### src/rtl/tlc_pkg.sv
`default_nettype none
// ============================================================================
// Module      : tlc_pkg
// Description : Shared lamp/phase encodings and timer sizing for tlc_nway.
// Revision    : 1.0 - initial release
// ============================================================================
package tlc_pkg;

    localparam logic [1:0] RED    = 2'b00;
    localparam logic [1:0] YELLOW = 2'b01;
    localparam logic [1:0] GREEN  = 2'b11;

    localparam logic [1:0] PH_GREEN   = 2'b11;
    localparam logic [1:0] PH_YELLOW  = 2'b01;
    localparam logic [1:0] PH_ALL_RED = 2'b00;

    // Timer must hold the largest of the three phase lengths.
    function automatic int cnt_w(input int max_green, input int yellow_time,
                                 input int all_red_time);
        int m;
        m = max_green;
        if (yellow_time > m)  m = yellow_time;
        if (all_red_time > m) m = all_red_time;
        return $clog2(m + 1);
    endfunction

endpackage
`default_nettype wire

### src/rtl/tlc_rr_arb.sv
`default_nettype none
// ============================================================================
// Module      : tlc_rr_arb
// Description : Combinational round-robin picker; cur has lowest priority.
// Revision    : 1.0 - initial release
// ============================================================================
module tlc_rr_arb
    import tlc_pkg::*;
#(
    parameter int NUM_DIR = 4
) (
    input  logic [NUM_DIR-1:0]         req,
    input  logic [$clog2(NUM_DIR)-1:0] cur,
    output logic [$clog2(NUM_DIR)-1:0] nxt,
    output logic                       any_other
);

    localparam int c_IDX_W = $clog2(NUM_DIR);

    int w_dist;
    int w_best;

    // Distance cur+1 .. cur+NUM_DIR; cur itself maps to NUM_DIR (last).
    always_comb begin
        nxt       = cur;
        any_other = 1'b0;
        w_dist    = 0;
        w_best    = NUM_DIR + 1;
        for (int i = 0; i < NUM_DIR; i++) begin
            if (req[i]) begin
                w_dist = (i - int'(cur) + NUM_DIR) % NUM_DIR;
                if (w_dist == 0) begin
                    w_dist = NUM_DIR;
                end else begin
                    any_other = 1'b1;
                end
                if (w_dist < w_best) begin
                    w_best = w_dist;
                    nxt    = c_IDX_W'(i);
                end
            end
        end
    end

endmodule
`default_nettype wire

### src/rtl/tlc_nway.sv
`default_nettype none
// ============================================================================
// Module      : tlc_nway
// Description : N-approach Moore traffic light controller with min/max green,
//               round-robin service and emergency all-red hold.
// Revision    : 1.0 - initial release
// ============================================================================
module tlc_nway
    import tlc_pkg::*;
#(
    parameter int NUM_DIR      = 4,
    parameter int MIN_GREEN    = 8,
    parameter int MAX_GREEN    = 32,
    parameter int YELLOW_TIME  = 4,
    parameter int ALL_RED_TIME = 2
) (
    input  logic                         CLK,
    input  logic                         RST,
    input  logic [NUM_DIR-1:0]           T,
    input  logic                         EMG,
    output logic [2*NUM_DIR-1:0]         L,
    output logic [$clog2(NUM_DIR)-1:0]   GRANT,
    output logic [1:0]                   PHASE
);

    localparam int c_IDX_W = $clog2(NUM_DIR);
    localparam int c_CNT_W = cnt_w(MAX_GREEN, YELLOW_TIME, ALL_RED_TIME);

    localparam logic [c_CNT_W-1:0] c_MIN_M1 = c_CNT_W'(MIN_GREEN - 1);
    localparam logic [c_CNT_W-1:0] c_MAX_M1 = c_CNT_W'(MAX_GREEN - 1);
    localparam logic [c_CNT_W-1:0] c_YEL_M1 = c_CNT_W'(YELLOW_TIME - 1);
    localparam logic [c_CNT_W-1:0] c_AR_M1  = c_CNT_W'(ALL_RED_TIME - 1);

    localparam logic [1:0] c_S_GREEN   = PH_GREEN;
    localparam logic [1:0] c_S_YELLOW  = PH_YELLOW;
    localparam logic [1:0] c_S_ALL_RED = PH_ALL_RED;

    if (NUM_DIR < 2 || NUM_DIR > 8) begin : g_chk_num_dir
        $error("tlc_nway: NUM_DIR must be in 2..8");
    end
    if (MIN_GREEN < 1 || MAX_GREEN < MIN_GREEN) begin : g_chk_green
        $error("tlc_nway: need 1 <= MIN_GREEN <= MAX_GREEN");
    end
    if (YELLOW_TIME < 1 || ALL_RED_TIME < 1) begin : g_chk_clear
        $error("tlc_nway: YELLOW_TIME and ALL_RED_TIME must be >= 1");
    end

    logic [1:0]         r_state;
    logic [1:0]         w_state_nxt;
    logic [c_IDX_W-1:0] r_cur;
    logic [c_IDX_W-1:0] w_cur_nxt;
    logic [c_CNT_W-1:0] r_timer;
    logic [c_CNT_W-1:0] w_timer_nxt;
    logic [c_IDX_W-1:0] w_arb_nxt;
    logic               w_other_req;

    tlc_rr_arb #(
        .NUM_DIR (NUM_DIR)
    ) u_arb (
        .req       (T),
        .cur       (r_cur),
        .nxt       (w_arb_nxt),
        .any_other (w_other_req)
    );

    always_ff @(posedge CLK or negedge RST) begin
        if (!RST) begin
            r_state <= c_S_GREEN;
            r_cur   <= '0;
            r_timer <= '0;
        end else begin
            r_state <= w_state_nxt;
            r_cur   <= w_cur_nxt;
            r_timer <= w_timer_nxt;
        end
    end

    always_comb begin
        w_state_nxt = r_state;
        w_cur_nxt   = r_cur;
        case (r_state)
            c_S_GREEN: begin
                if (EMG ||
                    (r_timer >= c_MIN_M1 && !T[r_cur] && w_other_req) ||
                    (r_timer == c_MAX_M1 && w_other_req)) begin
                    w_state_nxt = c_S_YELLOW;
                end
            end
            c_S_YELLOW: begin
                if (r_timer == c_YEL_M1) begin
                    w_state_nxt = c_S_ALL_RED;
                end
            end
            c_S_ALL_RED: begin
                if (r_timer >= c_AR_M1 && !EMG) begin
                    w_state_nxt = c_S_GREEN;
                    w_cur_nxt   = w_arb_nxt;
                end
            end
            default: begin
                w_state_nxt = c_S_GREEN;
            end
        endcase
    end

    // Green saturates so max-green stays armed; all-red saturates under EMG.
    always_comb begin
        if (w_state_nxt != r_state) begin
            w_timer_nxt = '0;
        end else if (r_state == c_S_GREEN && r_timer == c_MAX_M1) begin
            w_timer_nxt = r_timer;
        end else if (r_state == c_S_ALL_RED && r_timer >= c_AR_M1) begin
            w_timer_nxt = r_timer;
        end else begin
            w_timer_nxt = r_timer + 1'b1;
        end
    end

    always_comb begin
        L = '0;
        for (int i = 0; i < NUM_DIR; i++) begin
            L[2*i +: 2] = RED;
            if (i == int'(r_cur)) begin
                if (r_state == c_S_GREEN) begin
                    L[2*i +: 2] = GREEN;
                end else if (r_state == c_S_YELLOW) begin
                    L[2*i +: 2] = YELLOW;
                end
            end
        end
    end

    assign GRANT = r_cur;
    assign PHASE = r_state;

endmodule
`default_nettype wire

### config.mk
export PLATFORM = sky130hd
export DESIGN_NAME = tlc_nway
export DESIGN_NICKNAME = d
export VERILOG_FILES = /design/src/rtl/tlc_pkg.sv /design/src/rtl/tlc_rr_arb.sv /design/src/rtl/tlc_nway.sv
export SDC_FILE = /design/constraint.sdc
export NUM_CORES = 1
export LEC_CHECK = 0
export ABC_AREA = 1
export CAP_MARGIN = 25
export CORE_ASPECT_RATIO = 1.75
export CORE_MARGIN = 5
export CORE_UTILIZATION = 30
export CTS_CLUSTER_SIZE = 20
export DETAILED_ROUTE_END_ITERATION = 7
export PLACE_DENSITY_LB_ADDON = 0.3
export RECOVER_POWER = 100
export SLEW_MARGIN = 20
export SYNTH_ARGS = -nofsm -noshare
export SYNTH_HDL_FRONTEND = slang
export SYNTH_SLANG_ARGS = --single-unit
### constraint.sdc
create_clock -name CLK -period 4.5 [get_ports CLK]
set_input_delay 0.9 -clock CLK [delete_from_list [all_inputs] [get_ports CLK]]
set_output_delay 0.9 -clock CLK [all_outputs]
set_load 0.02 [all_outputs]
Yosys cells after proc, flatten, opt, wreduce, memory -nomap -nowiden

Cells that the tools add are included.

Register bits: 10
Bits in latches: 0
RAM bits: 0
Memory bits (read-only): 0
Memories kept: 0

$add $sub $neg: 9
$mul: 0
Divide/modulo/power cells: 0
Magnitude comparators: 7
Eq/ne operators: 10
Shift-type cells: 0
Mux-type cells: 45
Bitwise logic cells: 4
Reductions and logical operators: 22

Operator list:

| kind                                                              | count |
|---|---|
| 2-to-1 mux 32 bit                                                 | 14 |
| adder 32 x 4 -> 32 bit, second input constant                     | 4 |
| zero test 32 bit                                                  | 4 |
| less-than comparator 32 bit                                       | 3 |
| less-than comparator 32 x 4 -> 1 bit, second input constant       | 1 |
| 2-to-1 mux 2 bit                                                  | 16 |
| 2-to-1 mux 6 bit                                                  | 3 |
| 2-to-1 mux 1 bit                                                  | 10 |
| OR reduction 2 bit                                                | 4 |
| adder 6 x 1 -> 6 bit, second input constant                       | 1 |
| equality test 6 x 2 -> 1 bit, second input constant               | 1 |
| equality test 6 x 5 -> 1 bit, second input constant               | 1 |
| greater-or-equal comparator 6 x 1 -> 1 bit, second input constant | 1 |
| greater-or-equal comparator 6 x 3 -> 1 bit, second input constant | 1 |
| logical AND 1 bit                                                 | 6 |
| one-hot mux 2 bit (3 select lines)                                | 1 |
| subtractor 1 x 2 -> 3 bit, first input constant                   | 2 |
| subtractor 2 x 2 -> 3 bit, first input constant                   | 2 |
| bitwise AND 1 bit                                                 | 4 |
| equality test 2 bit, first input constant                         | 2 |
| zero test 2 bit                                                   | 2 |
| inequality test 2 bit, second input constant                      | 2 |
| AND reduction 2 bit                                               | 2 |
| less-than comparator 2 x 3 -> 1 bit, second input constant        | 1 |
| 7 further kinds                                                   | 9 |

Longest topological paths before layout

Word-level depth: 21
Mapped depth: 26
Mapped depth without buffers: 25

By module

A second synthesis with hierarchy kept.

Cells, all modules: 182
Area, all modules: 1212.4 um2

By module, submodules not included:

| module     | instances | cells an instance | area an instance (um2) | seq. area each (um2) |
|---|---|---|---|---|
| tlc_nway   | 1         | 108               | 747.0                  | 252.7 |
| tlc_rr_arb | 1         | 74                | 465.4                  | 0.0 |

Worst setup path after synthesis

No wires, ideal clock.

Kind: in2reg
From: in T[0]
To: reg r_cur[1], in the netlist GRANT[1]
Arrival: 2.950 ns
Setup slack: 1.485 ns
Cell stages on the path: 22
Buffers on the path: 0
Cells stage by stage: nand2_1 inv_1 ha_1 inv_1 nand3_1 nor3_1 a31oi_1 ha_1 nand2_1 nand2_1 nand2_2 nand2_2 nand2_1 o21ai_0 ha_1 nand2_1 inv_1 nand2_1 nand2_1 o21bai_1 nand2_1 nand2_1

Word-level cells in the longest chain between the ends: 10

RTL lines:

| item                        | RTL line         | text |
|---|---|---|
| start: declaration          | tlc_nway.sv:19   | `input logic [NUM_DIR-1:0] T,` |
| 2-to-1 mux 32 bit           | tlc_rr_arb.sv:30 | `if (req[i]) begin` |
| less-than comparator 32 bit | tlc_rr_arb.sv:37 | `if (w_dist < w_best) begin` |
| 2-to-1 mux 32 bit           | tlc_rr_arb.sv:37 |  |
| 2-to-1 mux 32 bit           | tlc_rr_arb.sv:30 |  |
| less-than comparator 32 bit | tlc_rr_arb.sv:37 |  |
| 2-to-1 mux 32 bit           | tlc_rr_arb.sv:37 |  |
| 2-to-1 mux 32 bit           | tlc_rr_arb.sv:30 |  |
| less-than comparator 32 bit | tlc_rr_arb.sv:37 |  |
| 2-to-1 mux 2 bit            | tlc_rr_arb.sv:37 |  |
| 2-to-1 mux 2 bit (*)        | tlc_rr_arb.sv:30 |  |
| end signal: assignment      | tlc_nway.sv:73   | `r_cur <= w_cur_nxt;` |
| end: declaration            | tlc_nway.sv:50   | `logic [c_IDX_W-1:0] r_cur;` |

Every way passes the cells marked *; elsewhere a longest branch is shown, timed or not.
A chain may end at the register's enable or synchronous reset.

Worst setup path after layout

Ends and elaborated chain as after synthesis.

==> qor.csv <==
metric,value,unit
synth_cell_types,31,
io_pins,19,
clk_pin_slew,0.05,ns
final_common_cell,nand2_1,
grt_max_degree,12,
clock.fmax,0.2624,GHz
antenna_found_initial,0,
post_cts_resized,0,
yosys.area_share.simple,0.3373,
yosysTopAreaCellShare,0.1820,
htreeDepth,1,
postSynthCellCount,162,
hold_path_class,flop to flop,
synth.avg_cell_area,7.214,sq um
cts_max_path_buffers,2,
power.share.sequential,0.206,
synth_edf_count,0,
core_area,0.003829,sq mm
yosys.area_share.xor_xnor,0.03747,
die_area,0.005293,sq mm
layout_common_cells,"31 x nand2_1, 27 x inv_1, 17 x ha_1, 14 x dlygate4sd3_1, 12 x nor2_1",
port_buffers,18,
synth_compound_area_frac,0.1006,
combPwrFrac,0.670,
clock_power_share,0.124,
hold_ws,0.6198,ns
tightest_slew,0.5079,ns
n_fill_cell,454,
drt-total-wl,2.699,mm
layout.nets,207,
clock-sinks,10,
place.gp.congestion,0.8791,
numCtsBuffers,3,
rows,30,
grt_use_total,0.1110,
route.detailed.drc,0,
power_density,625.4,mW/mm^2
slew-limit-headroom,0.6578,
skew,0.001496,ns
hold_viol,0,
fin_crit,3.811,ns
crit_fanout,4,
internal_power,433.0,uW
synthAdderAreaFrac,0.1820,
status,completed,
setup_viol,0,
grt_pass1_wl,4.671,mm
grt_pass1_vias,1079,
synth_mux_area_frac,0,
switchingPower,452.0,uW
end_kind,flop,
synth_nets,186,
initial_core_util,0.3052,
drive_gt1_frac,0.1648,
postCtsHoldBufs,0,
power,885.0,uW
synth_top_family_by_area,simple AND/OR/NAND/NOR gates,
ir_drop,308.5,uV
cts-root-buf,clkbuf_8,
grt_overflow,0,
timing.max_cap.violations,0,
die_x,57.18,um
antenna_cells,0,
synth_area_leader_cell,ha_1,
yosysSeqAreaShare,0.2163,
yosysWarnings,0,
synthArstFlopShare,1.000,
synth_area,0.001169,sq mm
switching_share,0.5108,
critPathRequiredTime,4.67,ns
arrival,3.98,ns
finalCritPeriodShare,0.8469,
drt.antenna.violating_nets,0,
p_leak,0.0007468,uW
grt_setup_unrepaired,no,
viasPerCell,4.661,
wl_per_cell,11.73,um
die_h,92.57,um
synth_seq_cells,10,
startpoint_type,input pin,
areaGrowthSynthToFinish,21.09,%
path_class,input pin to flop,
worstSkewPairLatency,0.23,ns
synth_area_leaders,"ha_1 18%, dfrtp_1 17%, nand2_1 9.3%",
setup_tns,0,ns
cts_tree,built,
finalMaxSlewViolations,0,
ys.flop_type,dfrtp_1,
drtIter0Drc,16,
hpwl,2.361,mm
drtPass1Iterations,4,
cts_setup_buffers,0,
vias,1072,
==> layout make-up <==
cell class,instances,area [sq um],area share
clock buffer,4,55.05,0.03890
inverter,33,131.4,0.09284
multi-input combinational,117,735.7,0.5199
sequential,10,252.7,0.1786
tap,48,60.06,0.04244
timing repair buffer,18,180.2,0.1273
==> through the flow <==
| step | util | cells | worst slack, ns | instance area (sq um) |
|---|---|---|---|---|
| after floorplan | - | 162 | 1.485 | 1169 |
| after global placement | 0.3637 | 226 | 0.6022 | 1393 |
| after detailed placement | 0.3637 | 226 | 0.5970 | 1393 |
| after CTS | 0.3781 | 230 | 0.8331 | 1448 |
| after global routing | 0.3696 | 230 | 0.4427 | 1415 |
| final | 0.3696 | 230 | 0.6888 | 1415 |
==> worst paths after layout <==
path                                        start                      to  slack, ns  cells after the start
max                                          T[0]    GRANT[1]$_DFFE_PN0P_       0.69                     22
min                        r_timer[4]$_DFFE_PN0P_  r_timer[4]$_DFFE_PN0P_       0.62                      2
max reg2reg                  GRANT[0]$_DFFE_PN0P_    GRANT[1]$_DFFE_PN0P_       1.07                     24
min reg2reg                r_timer[4]$_DFFE_PN0P_  r_timer[4]$_DFFE_PN0P_       0.62                      2
max in group asynchronous                     RST      PHASE[1]$_DFF_PN1_       3.10                      1
min in group asynchronous                     RST  r_timer[2]$_DFFE_PN0P_       1.06                      1
==> flip-flops by register name, indices dropped and copies added, names as in the netlist <==
name     count
GRANT        2
PHASE        2
r_timer      6
==> cell usage after synthesis (4+ instances only) <==
cell     number
nand2_1      29
inv_1        27
ha_1         17
nor2_1       11
nand2_2       9
dfrtp_1       8
nor2_2        8
a21oi_1       7
nand3_1       6
o21ai_0       4
xor2_1        4
==> logic make-up after synthesis <==
kind of cell,after synthesis
AND/OR/NAND/NOR,75
buffers and inverters,35
flip-flops,10
XOR/XNOR,5
AO/OA/AOI/OAI,20
adder cells (fa/ha/maj),17
==> power by group through the flow <==
stage	sequential, uW	clock (uW)	combinational, uW
3_3_place_gp	186	0	642
4_1_cts	184	115	648
6_report	182	110	593
5_1_grt	189	117	677
2_1_floorplan	172	0	480
3_5_place_dp	185	0	644
==> worst max-delay path, stage by stage <==
cell	delay (ns)
dlygate4sd3_1	0.60
nand2_1	0.14
inv_1	0.09
ha_1	0.19
inv_1	0.08
nand3_1	0.18
nor3_1	0.19
a31oi_1	0.08
ha_1	0.29
nand2_1	0.06
nand2_1	0.04
nand2_1	0.09
nand2_1	0.11
o21ai_0	0.21
ha_1	0.26
nand2_1	0.05
inv_1	0.03
nand2_1	0.05
nand2_1	0.06
o21bai_1	0.14
nand2_1	0.07
nand2_1	0.07
==> routing by layer <==
layer  vias up  share of wire  wire length [um]  global-route usage
li1        545              -                 -                   -
met1       502           0.34               929              0.1045
met2        19           0.59              1600              0.2281
met3         6          0.031                83             0.01395
met4         0          0.032                86             0.04255
met5         -              0                 0                   0
Note: power is estimated with default switching activity, not from simulation.
